[config.mk]
export PLATFORM = sky130hd
export DESIGN_NAME = student_apb_router_flat
export DESIGN_NICKNAME = d
export VERILOG_FILES = /design/src/rtl/student_apb_pkg.sv /design/src/rtl/student_apb_router_if.sv /design/src/rtl/student_apb_timeout.sv /design/src/rtl/student_apb_router.sv /design/src/flat_wrapper.sv
export SDC_FILE = /design/constraint.sdc
export NUM_CORES = 1
export LEC_CHECK = 0
export BUFFER_PORTS_ARGS = -buffer_cell sky130_fd_sc_hd__buf_2
export CAP_MARGIN = 15
export CORE_MARGIN = 2
export CORE_UTILIZATION = 45
export CTS_CLUSTER_DIAMETER = 60
export DETAILED_ROUTE_END_ITERATION = 7
export GPL_TIMING_DRIVEN = 1
export PLACE_DENSITY = 0.8
export SYNTH_ARGS = -nofsm -noshare
export SYNTH_HDL_FRONTEND = slang
export SYNTH_SLANG_ARGS = --single-unit
[constraint.sdc]
create_clock -name clk_in -period 2.7 [get_ports clk_in]
set_input_delay 0.27 -clock clk_in [delete_from_list [all_inputs] [get_ports clk_in]]
set_output_delay 0.27 -clock clk_in [all_outputs]
set_load 0.1 [all_outputs]
[src/rtl/student_apb_pkg.sv]
// rtl/student_apb_pkg.sv - shared types and constants for the student APB router
package student_apb_pkg;

  localparam int          IDX_W     = 4;
  localparam int          TO_CNT_W  = 16;
  localparam logic [31:0] ERR_RDATA = 32'hBADA_CCE5;

  typedef enum logic [1:0] {
    IDLE,
    SETUP,
    ACCESS,
    RESP
  } router_state_e;

endpackage

[src/rtl/student_apb_router_if.sv]
// rtl/student_apb_router_if.sv - upstream SoC-side APB bus seen by the router
interface student_apb_router_if #(
  parameter int SLV_AW = 12,
  parameter int APB_DW = 32
);
  import student_apb_pkg::*;

  logic [SLV_AW+IDX_W-1:0] PADDR;
  logic                    PSEL;
  logic                    PENABLE;
  logic                    PWRITE;
  logic [APB_DW-1:0]       PWDATA;
  logic [APB_DW/8-1:0]     PSTRB;
  logic [APB_DW-1:0]       PRDATA;
  logic                    PREADY;
  logic                    PSLVERR;

  modport master (
    output PADDR, PSEL, PENABLE, PWRITE, PWDATA, PSTRB,
    input  PRDATA, PREADY, PSLVERR
  );

  modport slave (
    input  PADDR, PSEL, PENABLE, PWRITE, PWDATA, PSTRB,
    output PRDATA, PREADY, PSLVERR
  );

endinterface

[src/rtl/student_apb_timeout.sv]
// rtl/student_apb_timeout.sv - saturating ACCESS-cycle counter flagging the last allowed cycle
module student_apb_timeout
  import student_apb_pkg::*;
#(
  parameter int TIMEOUT = 64
) (
  input  logic clk_in,
  input  logic rst,
  input  logic i_clear,
  input  logic i_enable,
  output logic o_expire
);

  localparam logic [TO_CNT_W-1:0] LAST = TO_CNT_W'(TIMEOUT - 1);

  logic [TO_CNT_W-1:0] r_cnt;

  always_ff @(posedge clk_in or negedge rst) begin
    if (!rst) begin
      r_cnt <= '0;
    end else if (i_clear) begin
      r_cnt <= '0;
    end else if (i_enable && (r_cnt != '1)) begin
      r_cnt <= r_cnt + TO_CNT_W'(1);
    end
  end

  assign o_expire = (r_cnt == LAST);

endmodule

[src/rtl/student_apb_router.sv]
// rtl/student_apb_router.sv - decodes SoC APB accesses to student windows and replays them downstream
module student_apb_router
  import student_apb_pkg::*;
#(
  parameter int NSLV    = 4,
  parameter int SLV_AW  = 12,
  parameter int APB_DW  = 32,
  parameter int TIMEOUT = 64
) (
  input  logic                     clk_in,
  input  logic                     rst,
  student_apb_router_if.slave      s_apb,
  output logic [SLV_AW-1:0]        m_paddr,
  output logic [APB_DW-1:0]        m_pwdata,
  output logic [APB_DW/8-1:0]      m_pstrb,
  output logic                     m_pwrite,
  output logic                     m_penable,
  output logic [NSLV-1:0]          m_psel,
  input  logic [NSLV*APB_DW-1:0]   m_prdata,
  input  logic [NSLV-1:0]          m_pready,
  input  logic [NSLV-1:0]          m_pslverr,
  input  logic [NSLV-1:0]          slv_en,
  output logic [NSLV-1:0]          to_flag,
  input  logic [NSLV-1:0]          to_clr,
  output logic                     irq
);

  localparam int SW = APB_DW / 8;

  router_state_e     r_state;
  router_state_e     w_next;
  logic [IDX_W-1:0]  r_idx;
  logic [SLV_AW-1:0] r_addr;
  logic [APB_DW-1:0] r_wdata;
  logic [APB_DW-1:0] r_prdata;
  logic [SW-1:0]     r_strb;
  logic              r_write;
  logic              r_slverr;
  logic              r_irq;
  logic [NSLV-1:0]   r_flag;

  logic [IDX_W-1:0]  w_req_idx;
  logic              w_req;
  logic              w_req_ok;
  logic              w_sel_ready;
  logic              w_sel_err;
  logic [APB_DW-1:0] w_sel_rdata;
  logic              w_expire;
  logic              w_load;
  logic              w_capture;
  logic              w_err_resp;
  logic              w_to_set;
  logic [NSLV-1:0]   w_psel;
  logic [NSLV-1:0]   w_flag_set;
  logic              w_penable;
  logic              w_pready;
  logic              w_pslverr;

  assign w_req_idx = s_apb.PADDR[SLV_AW +: IDX_W];
  assign w_req     = s_apb.PSEL && s_apb.PENABLE && !w_pready;

  // Indices beyond NSLV never match, so they decode as disabled.
  always_comb begin
    w_req_ok    = 1'b0;
    w_sel_ready = 1'b0;
    w_sel_err   = 1'b0;
    w_sel_rdata = '0;
    for (int i = 0; i < NSLV; i++) begin
      if (w_req_idx == IDX_W'(i)) begin
        w_req_ok = slv_en[i];
      end
      if (r_idx == IDX_W'(i)) begin
        w_sel_ready = m_pready[i];
        w_sel_err   = m_pslverr[i];
        w_sel_rdata = m_prdata[i*APB_DW +: APB_DW];
      end
    end
  end

  student_apb_timeout #(
    .TIMEOUT (TIMEOUT)
  ) u_timeout (
    .clk_in   (clk_in),
    .rst      (rst),
    .i_clear  (r_state == SETUP),
    .i_enable (r_state == ACCESS),
    .o_expire (w_expire)
  );

  always_ff @(posedge clk_in or negedge rst) begin
    if (!rst) begin
      r_state <= IDLE;
    end else begin
      r_state <= w_next;
    end
  end

  always_comb begin
    w_next     = r_state;
    w_load     = 1'b0;
    w_capture  = 1'b0;
    w_err_resp = 1'b0;
    w_to_set   = 1'b0;
    w_psel     = '0;
    w_flag_set = '0;
    w_penable  = 1'b0;
    w_pready   = 1'b0;
    w_pslverr  = 1'b0;
    case (r_state)
      IDLE: begin
        if (w_req) begin
          w_load     = 1'b1;
          w_err_resp = !w_req_ok;
          w_next     = w_req_ok ? SETUP : RESP;
        end
      end
      SETUP: begin
        w_next = ACCESS;
      end
      ACCESS: begin
        w_penable = 1'b1;
        // A ready on the final allowed cycle still completes normally.
        if (w_sel_ready) begin
          w_capture = 1'b1;
          w_next    = RESP;
        end else if (w_expire) begin
          w_err_resp = 1'b1;
          w_to_set   = 1'b1;
          w_next     = RESP;
        end
      end
      RESP: begin
        w_pready  = 1'b1;
        w_pslverr = r_slverr;
        w_next    = IDLE;
      end
      default: begin
        w_next = IDLE;
      end
    endcase
    for (int i = 0; i < NSLV; i++) begin
      if (r_idx == IDX_W'(i)) begin
        w_psel[i]     = (r_state == SETUP) || (r_state == ACCESS);
        w_flag_set[i] = w_to_set;
      end
    end
  end

  always_ff @(posedge clk_in or negedge rst) begin
    if (!rst) begin
      r_idx    <= '0;
      r_addr   <= '0;
      r_wdata  <= '0;
      r_strb   <= '0;
      r_write  <= 1'b0;
      r_prdata <= '0;
      r_slverr <= 1'b0;
    end else begin
      if (w_load) begin
        r_idx   <= w_req_idx;
        r_addr  <= s_apb.PADDR[SLV_AW-1:0];
        r_wdata <= s_apb.PWDATA;
        r_strb  <= s_apb.PSTRB;
        r_write <= s_apb.PWRITE;
      end
      if (w_capture) begin
        r_prdata <= w_sel_rdata;
        r_slverr <= w_sel_err;
      end else if (w_err_resp) begin
        r_prdata <= APB_DW'(ERR_RDATA);
        r_slverr <= 1'b1;
      end
    end
  end

  // A timeout landing together with a clear keeps the flag set.
  always_ff @(posedge clk_in or negedge rst) begin
    if (!rst) begin
      r_flag <= '0;
      r_irq  <= 1'b0;
    end else begin
      r_flag <= (r_flag & ~to_clr) | w_flag_set;
      r_irq  <= |r_flag;
    end
  end

  assign s_apb.PRDATA  = r_prdata;
  assign s_apb.PREADY  = w_pready;
  assign s_apb.PSLVERR = w_pslverr;
  assign m_paddr       = r_addr;
  assign m_pwdata      = r_wdata;
  assign m_pstrb       = r_strb;
  assign m_pwrite      = r_write;
  assign m_penable     = w_penable;
  assign m_psel        = w_psel;
  assign to_flag       = r_flag;
  assign irq           = r_irq;

endmodule

[src/flat_wrapper.sv]
// flat-port wrapper written by rule: the top's interface ports become plain ports
module student_apb_router_flat import student_apb_pkg::*;
#(
  parameter int NSLV    = 4,
  parameter int SLV_AW  = 12,
  parameter int APB_DW  = 32,
  parameter int TIMEOUT = 64
)
  (clk_in, rst, m_paddr, m_pwdata, m_pstrb, m_pwrite, m_penable, m_psel, m_prdata, m_pready, m_pslverr, slv_en, to_flag, to_clr, irq, s_apb_PADDR, s_apb_PSEL, s_apb_PENABLE, s_apb_PWRITE, s_apb_PWDATA, s_apb_PSTRB, s_apb_PRDATA, s_apb_PREADY, s_apb_PSLVERR);
  student_apb_router_if #(.SLV_AW(SLV_AW), .APB_DW(APB_DW)) s_apb_i ();
  input  logic clk_in;
  input  logic rst;
  output logic [SLV_AW-1:0] m_paddr;
  output logic [APB_DW-1:0] m_pwdata;
  output logic [APB_DW/8-1:0] m_pstrb;
  output logic m_pwrite;
  output logic m_penable;
  output logic [NSLV-1:0] m_psel;
  input  logic [NSLV*APB_DW-1:0] m_prdata;
  input  logic [NSLV-1:0] m_pready;
  input  logic [NSLV-1:0] m_pslverr;
  input  logic [NSLV-1:0] slv_en;
  output logic [NSLV-1:0] to_flag;
  input  logic [NSLV-1:0] to_clr;
  output logic irq;
  input wire logic [$bits(s_apb_i.PADDR)-1:0] s_apb_PADDR;
  input wire logic [$bits(s_apb_i.PSEL)-1:0] s_apb_PSEL;
  input wire logic [$bits(s_apb_i.PENABLE)-1:0] s_apb_PENABLE;
  input wire logic [$bits(s_apb_i.PWRITE)-1:0] s_apb_PWRITE;
  input wire logic [$bits(s_apb_i.PWDATA)-1:0] s_apb_PWDATA;
  input wire logic [$bits(s_apb_i.PSTRB)-1:0] s_apb_PSTRB;
  output wire logic [$bits(s_apb_i.PRDATA)-1:0] s_apb_PRDATA;
  output wire logic [$bits(s_apb_i.PREADY)-1:0] s_apb_PREADY;
  output wire logic [$bits(s_apb_i.PSLVERR)-1:0] s_apb_PSLVERR;
  assign s_apb_i.PADDR = s_apb_PADDR;
  assign s_apb_i.PSEL = s_apb_PSEL;
  assign s_apb_i.PENABLE = s_apb_PENABLE;
  assign s_apb_i.PWRITE = s_apb_PWRITE;
  assign s_apb_i.PWDATA = s_apb_PWDATA;
  assign s_apb_i.PSTRB = s_apb_PSTRB;
  assign s_apb_PRDATA = s_apb_i.PRDATA;
  assign s_apb_PREADY = s_apb_i.PREADY;
  assign s_apb_PSLVERR = s_apb_i.PSLVERR;
  student_apb_router #(.NSLV(NSLV), .SLV_AW(SLV_AW), .APB_DW(APB_DW), .TIMEOUT(TIMEOUT)) u_core (.clk_in(clk_in), .rst(rst), .s_apb(s_apb_i), .m_paddr(m_paddr), .m_pwdata(m_pwdata), .m_pstrb(m_pstrb), .m_pwrite(m_pwrite), .m_penable(m_penable), .m_psel(m_psel), .m_prdata(m_prdata), .m_pready(m_pready), .m_pslverr(m_pslverr), .slv_en(slv_en), .to_flag(to_flag), .to_clr(to_clr), .irq(irq));
endmodule
==> results.md <==
- Fraction of layout cells with a size suffix above 1: 62.6%
- Ys Warns: 0
- Async SR Flop Fraction: 100%
- Detailed-route DRC error count: 0
- Resized cells post-CTS: 0
- Max Clk Rate: 423 MHz
- CTS Buffer Depth: 2
- Chip Width: 116 um
- Clock Latency Late Sink: 340 ps
- Vias in the first global route: 5031
- Max stage delay on crit path: 540 ps
- # nets final: 925
- Post-CTS Setup Bufs: 0
- Largest net degree at the start of global routing: 59
- Worst Max-Slew Pin Slew: 678 ps
- CP max FO: 13
- Slew Limit Fails: 0
- Critical path startpoint category: flip-flop
- Most used cell, CP: or4_4
- Flops & latches, synth: 109
- ANT nets after route: 0
- Io pins: 294
- Worst Hold Class: in2reg
- Critical path arrival: 2600 ps
- Synth cell types: 48
- Starting Density: 46.6%
- Via density: 5.47
- Initial antenna violation count: 1
- Critical path class: reg2reg
- WHS: 114 ps
- DR WL/cell: 17.9 um
- Area grow syn2layout: 36.1%
- CP bufs+invs: 0
- Critical path's top delay family: simple AND/OR/NAND/NOR gates
- Synth Flop Type: dfrtp_1
- Status: completed
- Mapped Cells: 433
- Total gr overflow: 0
- EDFF count, synth: 0
- Max-cap viol count: 0
- CTS tree: done
- Min cycle time layout: 2370 ps
- Full die area: 0.0135 mm2
- Clock slew at reported path FFs: 70 ps
- # clock sinks: 109
- First-pass GRT wire length: 24.2 mm
- Net Count, Synth: 639
- Critical-path top delay cell: or4_4
- DR vias: 4879
- Worst-path cell chain: or4_4, or4_4, o311a_2, a22o_1
- Clk root buf: clkbuf_16
- WP data required: 2930 ps
- Cell Area, Synth: 0.00565 mm2
- Final setup vio count: 0
- Slew HR: 54.8%
- Post-DP HPWL: 12.4 mm
- Core Rows: 40
- Core ar.: 0.0121 mm2
- Final setup TNS: 0 ps
- Ant diodes: 0
- H-tree levels: 3
- Final WL: 15.9 mm
- Post-synthesis sequential area ratio: 48.3%
- Total track usage: 23.0%
- Setup slack, reg-to-reg: 330 ps
- GPL Wtd Cong: 0.934
- CTS buffer count: 9
- Final Cycle Share: 87.6%
- Filler cell count: 984
- DRT Pass-1 Iters: 4
- Input/output buffers: 293
- Syn Area/Cell: 13.0 um2
- Die H: 116 um
- RSZ-0062 raised after global routing: false
- Critical path endpoint category: flip-flop
- DRT iter0 DRCs: 515
- Clk_skew: 8.49 ps
- Final Hold Fails: 0
-- placed cells by master (no fill, tap or decap), types with 2 or more instances in the layout --
cell / synthesis / routed
inv_1: 5 / 5
or2_2: 2 / 2
o21ai_0: 8 / 8
nor3b_1: 2 / 2
buf_12: 0 / 5
a22o_1: 3 / 3
a2bb2oi_2: 20 / 20
mux2i_1: 2 / 2
nand4_1: 4 / 4
ha_1: 5 / 4
mux4_2: 22 / 22
o31ai_1: 7 / 7
or4_4: 2 / 2
buf_2: 2 / 288
mux2_2: 79 / 79
nor3_1: 5 / 4
nor2_1: 11 / 11
nand2b_1: 7 / 7
clkbuf_16: 0 / 9
inv_6: 0 / 2
buf_4: 0 / 11
and3_1: 4 / 4
nand2_1: 30 / 30
and4_1: 3 / 3
or4_1: 6 / 6
a21oi_1: 13 / 13
dfrtp_1: 109 / 108
nand3_1: 6 / 6
o22ai_1: 12 / 12
or3_1: 6 / 6
o2bb2ai_1: 11 / 11
-- through the flow --
stage / instances / worst slack, ps / utilization, % / instance area [um2]
finish: 892 / 334 / 63.5 / 7690
global route: 892 / 258 / 63.5 / 7690
global placement: 875 / 365 / 60.8 / 7370
detailed placement: 875 / 342 / 60.8 / 7370
floorplan: 433 / 192 / - / 5650
CTS: 892 / 338 / 63.5 / 7690
-- Yosys cell counts (6+ instances only) --
library cell / number / area [um2]
or3_1: 6 / 37.5
mux2_2: 79 / 890
o22ai_1: 12 / 75.1
o21ai_0: 8 / 40.0
nand2b_1: 7 / 43.8
clkbuf_1: 22 / 82.6
or4_1: 6 / 45.0
nand2_1: 30 / 113
nor2_1: 11 / 41.3
o31ai_1: 7 / 52.6
o2bb2ai_1: 11 / 96.3
a2bb2oi_2: 20 / 300
a21oi_1: 13 / 65.1
nand3_1: 6 / 30.0
dfrtp_1: 109 / 2730
mux4_2: 22 / 495
-- worst paths after layout --
| kind | cells past startpoint | endpoint | from |
|---|---|---|---|
| worst max-delay path | 4 | u_core.s_apb.PRDATA[18] | u_core.u_timeout.r_cnt[11] |
| worst min-delay path | 2 | u_core.to_flag[0] | to_clr[0] |
| worst max register to register | 4 | u_core.s_apb.PRDATA[18] | u_core.u_timeout.r_cnt[11] |
| worst min register to register | 1 | u_core.s_apb.PRDATA[13] | u_core.s_apb.PRDATA[13] |
| max in group asynchronous | 3 | u_core.m_paddr[4] | rst |
| min in group asynchronous | 2 | u_core.s_apb.PRDATA[9] | rst |
-- routing by layer --
layer | global-route usage (%) | routed length (um) | vias up
met2 | 41.9 | 8480 | 200
met3 | 5.91 | 1080 | 33
li1 | - | - | 2227
met5 | 0 | 11 | -
met1 | 25.9 | 6020 | 2417
met4 | 8.73 | 359 | 2
-- repair_timing --
item / CTS / global route
endpoints found under the setup margin: 0 / 0
hold buffers: 1 / 0
endpoints found under the hold margin: 51 / 0
-- worst register-to-register path: cells and delay by family (launching register included) --
family / cells / cell delay [ps]
flops: 1 / 440
compound gates: 2 / 740
simple gates: 2 / 1080
-- cell families (layout without fill, tap and decap cells) --
family                   after synthesis  in the layout  synth area share (%)
AO/OA/AOI/OAI                         85             85                  13.5
buffers and inverters                 35            326                  2.77
AND/OR/NAND/NOR                       95             95                  9.24
adder cells (fa/ha/maj)                5              5                  1.11
multiplexers                         103            103                  24.9
XOR/XNOR                               1              1                 0.155
flip-flops                           109            109                  48.3
-- sequential cells by signal, summed over array words and instances (netlist names) --
name                    count
u_core.irq                  1
u_core.m_pwdata            32
u_core.r_state              2
u_core.r_idx                4
u_core.m_pwrite             1
u_core.m_pstrb              4
u_core.u_timeout.r_cnt     16
u_core.m_paddr             12
u_core.s_apb.PRDATA        32
u_core.r_slverr             1
u_core.to_flag              4
-- cell type report --
cell class              count  area, um2  area share [%]
multi-input cells         289       2790            36.3
flip-flops and latches    109       2730            35.5
clock buffers              10        239            3.11
repair buffers            305       1630            21.3
inverters                   5       18.8           0.244
well taps                 168        210            2.73
clock inverters             6       68.8           0.895
Power is left out: the tool's default activity adds up to more than one toggle a clock period on the data nets, which glitch-free logic cannot reach.
